<file path="config.mk">
export PLATFORM = sky130hd
export DESIGN_NAME = conv_acc_requant
export DESIGN_NICKNAME = d
export VERILOG_FILES = /design/src/rtl/conv_acc_requant.sv
export SDC_FILE = /design/constraint.sdc
export NUM_CORES = 1
export LEC_CHECK = 0
export CAP_MARGIN = 20
export CORE_AREA = 2 2 94 164
export CTS_CLUSTER_SIZE = 30
export DETAILED_ROUTE_END_ITERATION = 12
export DIE_AREA = 0 0 96 166
export PLACE_DENSITY = 0.56
export SETUP_SLACK_MARGIN = 0.1
export SLEW_MARGIN = 20
export SYNTH_ARGS = -nofsm -noshare
export SYNTH_HDL_FRONTEND = slang
export SYNTH_SLANG_ARGS = --single-unit
export TNS_END_PERCENT = 10
</file>
<file path="constraint.sdc">
create_clock -name ap_clk -period 12 [get_ports ap_clk]
set_input_delay 1.2 -clock ap_clk [delete_from_list [all_inputs] [get_ports ap_clk]]
set_output_delay 1.2 -clock ap_clk [all_outputs]
set_load 0.02 [all_outputs]
</file>
<file path="src/rtl/conv_acc_requant.sv">
// Accumulates NUM_TAPS multiplier products plus a per-channel bias, then requantizes with a rounding
// right shift and saturates onto a valid/ready output stream.
module conv_acc_requant #(
    parameter int PROD_WIDTH = 24,
    parameter int ACC_WIDTH  = 32,
    parameter int NUM_TAPS   = 9,
    parameter int BIAS_WIDTH = 16,
    parameter int SHIFT      = 8,
    parameter int OUT_WIDTH  = 16
) (
    input  logic                         ap_clk,
    input  logic                         ap_rst,
    input  logic signed [PROD_WIDTH-1:0] in_data,
    input  logic                         in_valid,
    output logic                         in_ready,
    input  logic signed [BIAS_WIDTH-1:0] bias,
    output logic signed [OUT_WIDTH-1:0]  out_data,
    output logic                         out_sat,
    output logic                         out_valid,
    input  logic                         out_ready
);

    localparam int XW = ACC_WIDTH + 1;
    localparam logic [7:0] LAST_TAP = 8'(NUM_TAPS - 1);
    localparam logic signed [XW-1:0] OUT_MAX = {{(XW - OUT_WIDTH + 1){1'b0}}, {(OUT_WIDTH - 1){1'b1}}};
    localparam logic signed [XW-1:0] OUT_MIN = ~OUT_MAX;
    localparam logic signed [XW-1:0] RND = {{(XW - 1){1'b0}}, 1'b1} << (SHIFT - 1);

    logic        [7:0]           tap_cnt_q;
    logic signed [ACC_WIDTH-1:0] acc_q;
    logic signed [ACC_WIDTH-1:0] prod_ext, bias_ext, base, sum;
    logic signed [XW-1:0]        sum_x, r;
    logic signed [OUT_WIDTH-1:0] out_data_q, res_data;
    logic                        out_sat_q, out_valid_q, res_sat;
    logic                        accept, last_tap;

    assign in_ready  = !out_valid_q || out_ready;
    assign accept    = in_valid && in_ready;
    assign last_tap  = (tap_cnt_q == LAST_TAP);
    assign out_data  = out_data_q;
    assign out_sat   = out_sat_q;
    assign out_valid = out_valid_q;

    always_comb begin
        prod_ext = {{(ACC_WIDTH - PROD_WIDTH){in_data[PROD_WIDTH-1]}}, in_data};
        bias_ext = {{(ACC_WIDTH - BIAS_WIDTH){bias[BIAS_WIDTH-1]}}, bias} << SHIFT;
        base     = (tap_cnt_q == 8'd0) ? bias_ext : acc_q;
        sum      = base + prod_ext;
        // One extra bit so adding the rounding constant cannot wrap.
        sum_x    = {sum[ACC_WIDTH-1], sum} + RND;
        r        = sum_x >>> SHIFT;
        res_sat  = 1'b0;
        res_data = r[OUT_WIDTH-1:0];
        if (r > OUT_MAX) begin
            res_data = OUT_MAX[OUT_WIDTH-1:0];
            res_sat  = 1'b1;
        end else if (r < OUT_MIN) begin
            res_data = OUT_MIN[OUT_WIDTH-1:0];
            res_sat  = 1'b1;
        end
    end

    always_ff @(posedge ap_clk) begin
        if (ap_rst) begin
            tap_cnt_q   <= 8'd0;
            acc_q       <= '0;
            out_valid_q <= 1'b0;
            out_data_q  <= '0;
            out_sat_q   <= 1'b0;
        end else begin
            if (out_valid_q && out_ready) begin
                out_valid_q <= 1'b0;
            end
            if (accept) begin
                if (last_tap) begin
                    // Overrides the drain above so back-to-back windows see no bubble.
                    out_valid_q <= 1'b1;
                    out_data_q  <= res_data;
                    out_sat_q   <= res_sat;
                    tap_cnt_q   <= 8'd0;
                    acc_q       <= '0;
                end else begin
                    acc_q     <= sum;
                    tap_cnt_q <= tap_cnt_q + 8'd1;
                end
            end
        end
    end

endmodule

</file>
==> results of run 1 <==
power by group:
| part | switching (uW) | total (uW) | internal [uW] |
|---|---|---|---|
| Sequential | 8.28 | 215 | 207 |
| Clock | 91.6 | 228 | 137 |
| Combinational | 246 | 390 | 143 |
worst reg2reg max path, delay by kind of cell, from the launching register on:
family	cells	cell delay [ps]
AND/OR/NAND/NOR	9	3300
buffers and inverters	1	90
AO/OA/AOI/OAI	7	2130
flip-flops	1	320
adder cells (fa/ha/maj)	2	520
metal layers:
metal  vias to the layer above  track usage  wire, um
li1                       2711            -         -
met1                      2582        0.228      6370
met2                       163        0.391      9130
met3                        70       0.0290       610
met4                         0        0.170      1490
met5                         -            0         0
synthesized netlist by cell type (3+ instances only):
| cell type | number |
|---|---|
| ha_1 | 35 |
| o2111ai_1 | 5 |
| and4_1 | 6 |
| xnor2_1 | 21 |
| a22oi_1 | 27 |
| nand4_1 | 8 |
| a211oi_2 | 3 |
| o211a_1 | 3 |
| nor2b_1 | 11 |
| nor4_1 | 6 |
| and2_1 | 7 |
| a21o_1 | 19 |
| and3_1 | 16 |
| dfxtp_1 | 58 |
| a311o_1 | 3 |
| o21ai_0 | 16 |
| a21oi_1 | 46 |
| o21ai_1 | 5 |
| o21a_1 | 6 |
| nor2_1 | 69 |
| xor2_1 | 16 |
| o22ai_1 | 3 |
| nand3_1 | 13 |
| buf_2 | 5 |
| a21boi_1 | 3 |
| nand2_1 | 100 |
| nor3_1 | 29 |
| a311oi_1 | 3 |
| inv_1 | 13 |
| nand2b_1 | 18 |
| a211oi_1 | 5 |
| o32ai_1 | 12 |
| o211ai_1 | 11 |
| a31oi_1 | 4 |
| or3_1 | 3 |
| or2_2 | 4 |
| o21bai_1 | 14 |
| clkbuf_1 | 29 |
layout by cell type (no fill, tap or decap), types with 18 or more instances in the layout:
cell type	n
clkdlybuf4s50_1	61
a21oi_1	46
a21o_1	19
nor2_1	69
ha_1	35
nand2b_1	18
nand2_1	100
dfxtp_1	58
a22oi_1	27
nor3_1	29
xnor2_1	21
layout make-up:
class	count	area (um2)	share of cell area
clock buffers	9	225	0.0357
clock inverters	6	35.0	0.00555
inverters	13	48.8	0.00773
multi-input cells	601	3960	0.627
flip-flops and latches	58	1160	0.184
well taps	183	229	0.0363
repair buffers	67	653	0.103
registers in the layout, summed over array words and instances (netlist names):
name,flops
out_valid,1
out_sat,1
acc_q,32
out_data,16
tap_cnt_q,8
kinds of logic (layout without fill, tap and decap cells):
group | Yosys count | in the layout | share of synthesized area
adder cells (fa/ha/maj) | 36 | 36 | 0.0862
flip-flops | 58 | 58 | 0.219
buffers and inverters | 48 | 95 | 0.0358
AO/OA/AOI/OAI | 213 | 213 | 0.291
AND/OR/NAND/NOR | 310 | 310 | 0.295
multiplexers | 3 | 3 | 0.00589
XOR/XNOR | 39 | 39 | 0.0672
stage by stage:
stage / setup slack, ps / total power, uW / hold slack (ps) / instance area, um2 / util
6_report: 5450 / 833 / 451 / 6310 / 0.430
5_1_grt: 4880 / 884 / 462 / 6310 / 0.430
4_1_cts: 5460 / 838 / 454 / 6310 / 0.430
3_5_place_dp: 5500 / 607 / 447 / 6050 / 0.412
3_3_place_gp: 5620 / 601 / 437 / 6050 / 0.412
2_1_floorplan: 6900 / 496 / 427 / 5310 / -
final timing paths:
path	from	to	slack, ps	cells past startpoint
setup reg to reg	tap_cnt_q[0]	out_data[0]	5450	19
hold reg to reg	acc_q[0]	acc_q[0]	450	2
hold / removal	acc_q[0]	acc_q[0]	450	2
setup / recovery	tap_cnt_q[0]	out_data[0]	5450	19
==> impl_metrics.tcl, run 1 <==
set metrics [dict create \
    status "finished, final reports clean" \
    antenna_found_initial 0 \
    clk_latency_ps 330 \
    ys_seq_area_frac 0.219 \
    end_kind "register" \
    ys_ff_latch 58 \
    synth_edf_count 0 \
    dp_hpwl_um 13800 \
    yosysUniqueCellTypes 78 \
    synth_area_leader_cell "dfxtp_1" \
    path_class "register to register" \
    drv_slew 0 \
    synth_top_area_share 0.219 \
    crit_fanout 24 \
    start_util 0.361 \
    drive_gt1_frac 0.0623 \
    cp.required_ps 12170 \
    overflow 0 \
    ctsHoldBuffers 0 \
    rows 59 \
    period_needed_ps 6550 \
    grt_setup_unrepaired "no" \
    min_period_over_period 0.546 \
    tns_ps 0 \
    vias 5526 \
    worst_pin_slew_ps 1100 \
    areaGrowthSynthToFinish_pct 18.9 \
    n_fill_cell 1533 \
    cts_max_path_buffers 2 \
    synthesis.area_um2 5310 \
    place.port_buffers 62 \
    die_area_um2 15900 \
    powerDensity_nw_per_um2 132 \
    path_cells "inv_1, ha_1, or4b_1, nor3_1, nand2_1, nand2_1, nand2_1, ha_1, a21oi_1, o21ai_1, o31ai_1, a311oi_1, a211oi_1, nand2_1, nor3_2, and3_1, a31oi_1, nor4b_4, o22ai_1" \
    wl_um 17600 \
    cts_tree "yes" \
    drt_iter0_drc 283 \
    postRouteAntennaNets 0 \
    stdcell_count 937 \
    h-tree-depth 3 \
    fmax_ghz 0.153 \
    clock_sinks 58 \
    cp.buffers_inverters 1 \
    diodes 0 \
    drv_cap 0 \
    ys.flop_type "dfxtp_1" \
    crit_path_max_incr_delay_ps 870 \
    cts_root_buffer "clkbuf_16" \
    dp_cells 922 \
    die_h_um 166 \
    drc_errors 0 \
    grt_pass1_vias 5449 \
    core_um2 14700 \
    grt_max_degree 59 \
    vdd_drop_max_mv 0.0786 \
    hold_violations 0 \
    synthTopCellsByArea "dfxtp_1, ha_1, nand2_1" \
    drt-pass1-iter-count 5 \
    worstHoldPathType "register to register" \
    synth.avg_cell_area_um2 7.51 \
    ys_warn_count 0 \
    io-pin-count 63 \
    netlist_instances 707 \
    grt_pass1_wl_um 27300 \
    viasPerCell 5.90 \
    synth_fp_nets 787 \
    layout.nets 830 \
    fin_skew_ps 11.8 \
    crit_slowest_cell "a211oi_1" \
    cpMostUsedCell "nand2_1" \
    finalSetupViolations 0 \
    cts_resized 0 \
    gp_congestion 0.916 \
    wire_per_inst_um 18.8 \
    post-cts-setup-buffers 0 \
    critical-path-top-delay-family "simple AND/OR/NAND/NOR gates" \
    path_clk_slew_ps 50 \
    arrival_ps 6720 \
    async_flop_share 0 \
    gr-usage-all-layers 0.222 \
    fp.dieW_um 96 \
    worstSetupStartpointType "register" \
    cts_inserted_buffers 9 \
    leakagePower_uw 0.00255 \
    max-slew-margin-rel 0.269 \
]
Note: power is estimated with default switching activity, not from simulation.
==> run 2: changes to the inputs <==
- clock period: 12 -> 6.5 ns (I/O delays scaled with it)
==> impl_metrics.tcl, run 2 (synthesized netlist as in run 1, its figures left out) <==
set metrics [dict create \
    status "finished, final reports clean" \
    drive_gt1_frac 0.0781 \
    drc_errors 0 \
    period_needed_ps 5860 \
    place.port_buffers 62 \
    tns_ps 0 \
    cp.required_ps 6670 \
    hold_violations 0 \
    fp.dieW_um 96 \
    worst_pin_slew_ps 829 \
    min_period_over_period 0.902 \
    post-cts-setup-buffers 0 \
    cts_inserted_buffers 9 \
    wire_per_inst_um 19.3 \
    n_fill_cell 1539 \
    worstHoldPathType "register to register" \
    h-tree-depth 3 \
    grt_pass1_vias 5688 \
    fin_skew_ps 6.04 \
    drt-pass1-iter-count 6 \
    largest_reg_flops 32 \
    top_register "acc_q" \
    grt_setup_unrepaired "no" \
    grt_pass1_wl_um 28700 \
    arrival_ps 6030 \
    multi_input_area_um2 3970 \
    powerDensity_nw_per_um2 251 \
    end_kind "register" \
    setup_slack_ps 639 \
    clk_latency_ps 320 \
    core_um2 14700 \
    finalSetupViolations 0 \
    cts_max_path_buffers 2 \
    postRouteAntennaNets 0 \
    grt_max_degree 59 \
    start_util 0.361 \
    path_class "register to register" \
    areaGrowthSynthToFinish_pct 21.6 \
    max-slew-margin-rel 0.442 \
    gr-usage-all-layers 0.233 \
    cts_root_buffer "clkbuf_16" \
    dp_hpwl_um 14400 \
    drt_iter0_drc 293 \
    diodes 0 \
    path_clk_slew_ps 60 \
    final_cell_mix "nand2_1, nor2_1, clkdlybuf4s50_1" \
    cts_tree "yes" \
    cts_resized 0 \
    regArea_um2 1160 \
    ctsHoldBuffers 0 \
    dpl_worst_slack_ps 506 \
    layout_commonest_cell "nand2_1" \
    worstSetupStartpointType "register" \
    wl_um 18300 \
    drv_slew 0 \
    leakagePower_uw 0.00264 \
    overflow 0 \
    io-pin-count 63 \
    clock_sinks 58 \
    antenna_found_initial 0 \
    crit_fanout 24 \
    layout.nets 843 \
    vias 5544 \
    fmax_ghz 0.171 \
    rows 59 \
    drv_cap 0 \
    gp_congestion 0.942 \
    die_area_um2 15900 \
    vdd_drop_max_mv 0.180 \
    viasPerCell 5.83 \
    die_h_um 166 \
]
## run 2: layer usage
metal,part of all wire,GRT usage,up-vias
met4,0.073,0.156,0
li1,-,-,2740
met1,0.37,0.239,2587
met5,0,0,-
met2,0.53,0.423,155
met3,0.027,0.0259,62
## run 2: power breakdown
part	switching (uW)	internal [uW]	leakage [uW]	total (uW)
logic	470	289	0.00203	759
clock network	170	295	0.000136	466
registers	15.7	382	0.000473	398
total	656	967	0.00264	1620
## run 2: critical path, cell delays in order, from the launching register on
cell and delay (ps):
dfxtp_1 330, inv_1 100, ha_1 140, or4b_1 520
nor3_1 240, nand2_1 90, buf_4 220, nand2_1 90
nand2_1 120, ha_1 460, nand2_1 190, nor2_2 230
nand3_1 240, a31o_2 340, xnor2_1 330, o211ai_1 300
or4_4 640, mux2i_1 140, nor4_1 360, nor4b_4 260
buf_4 260, o32ai_1 120
## run 2: layout make-up
class | instances | share of cell area
timing repair buffer | 80 | 0.118
sequential | 58 | 0.180
multi-input combinational | 601 | 0.614
tap | 183 | 0.0355
clock buffer | 11 | 0.0360
inverter | 13 | 0.00756
clock inverter | 5 | 0.00853
## run 2: path summary, 6_finish.rpt
check / start / to / slack [ps] / depth (start not counted)
hold reg to reg: acc_q[0] / acc_q[0] / 460 / 2
setup / recovery: tap_cnt_q[0] / out_data[13] / 640 / 21
hold / removal: acc_q[0] / acc_q[0] / 460 / 2
setup reg to reg: tap_cnt_q[0] / out_data[13] / 640 / 21
## run 2: through the flow
stage               cell area (um2)  cells  utilization  hold slack (ps)  power (uW)
detailed placement             6140    934        0.418              452        1150
global route                   6460    951        0.439              470        1720
finish                         6460    951        0.439              455        1620
CTS                            6430    950        0.438              459        1620
global placement               6140    934        0.418              436        1150
floorplan                      5310    707            -              427         916
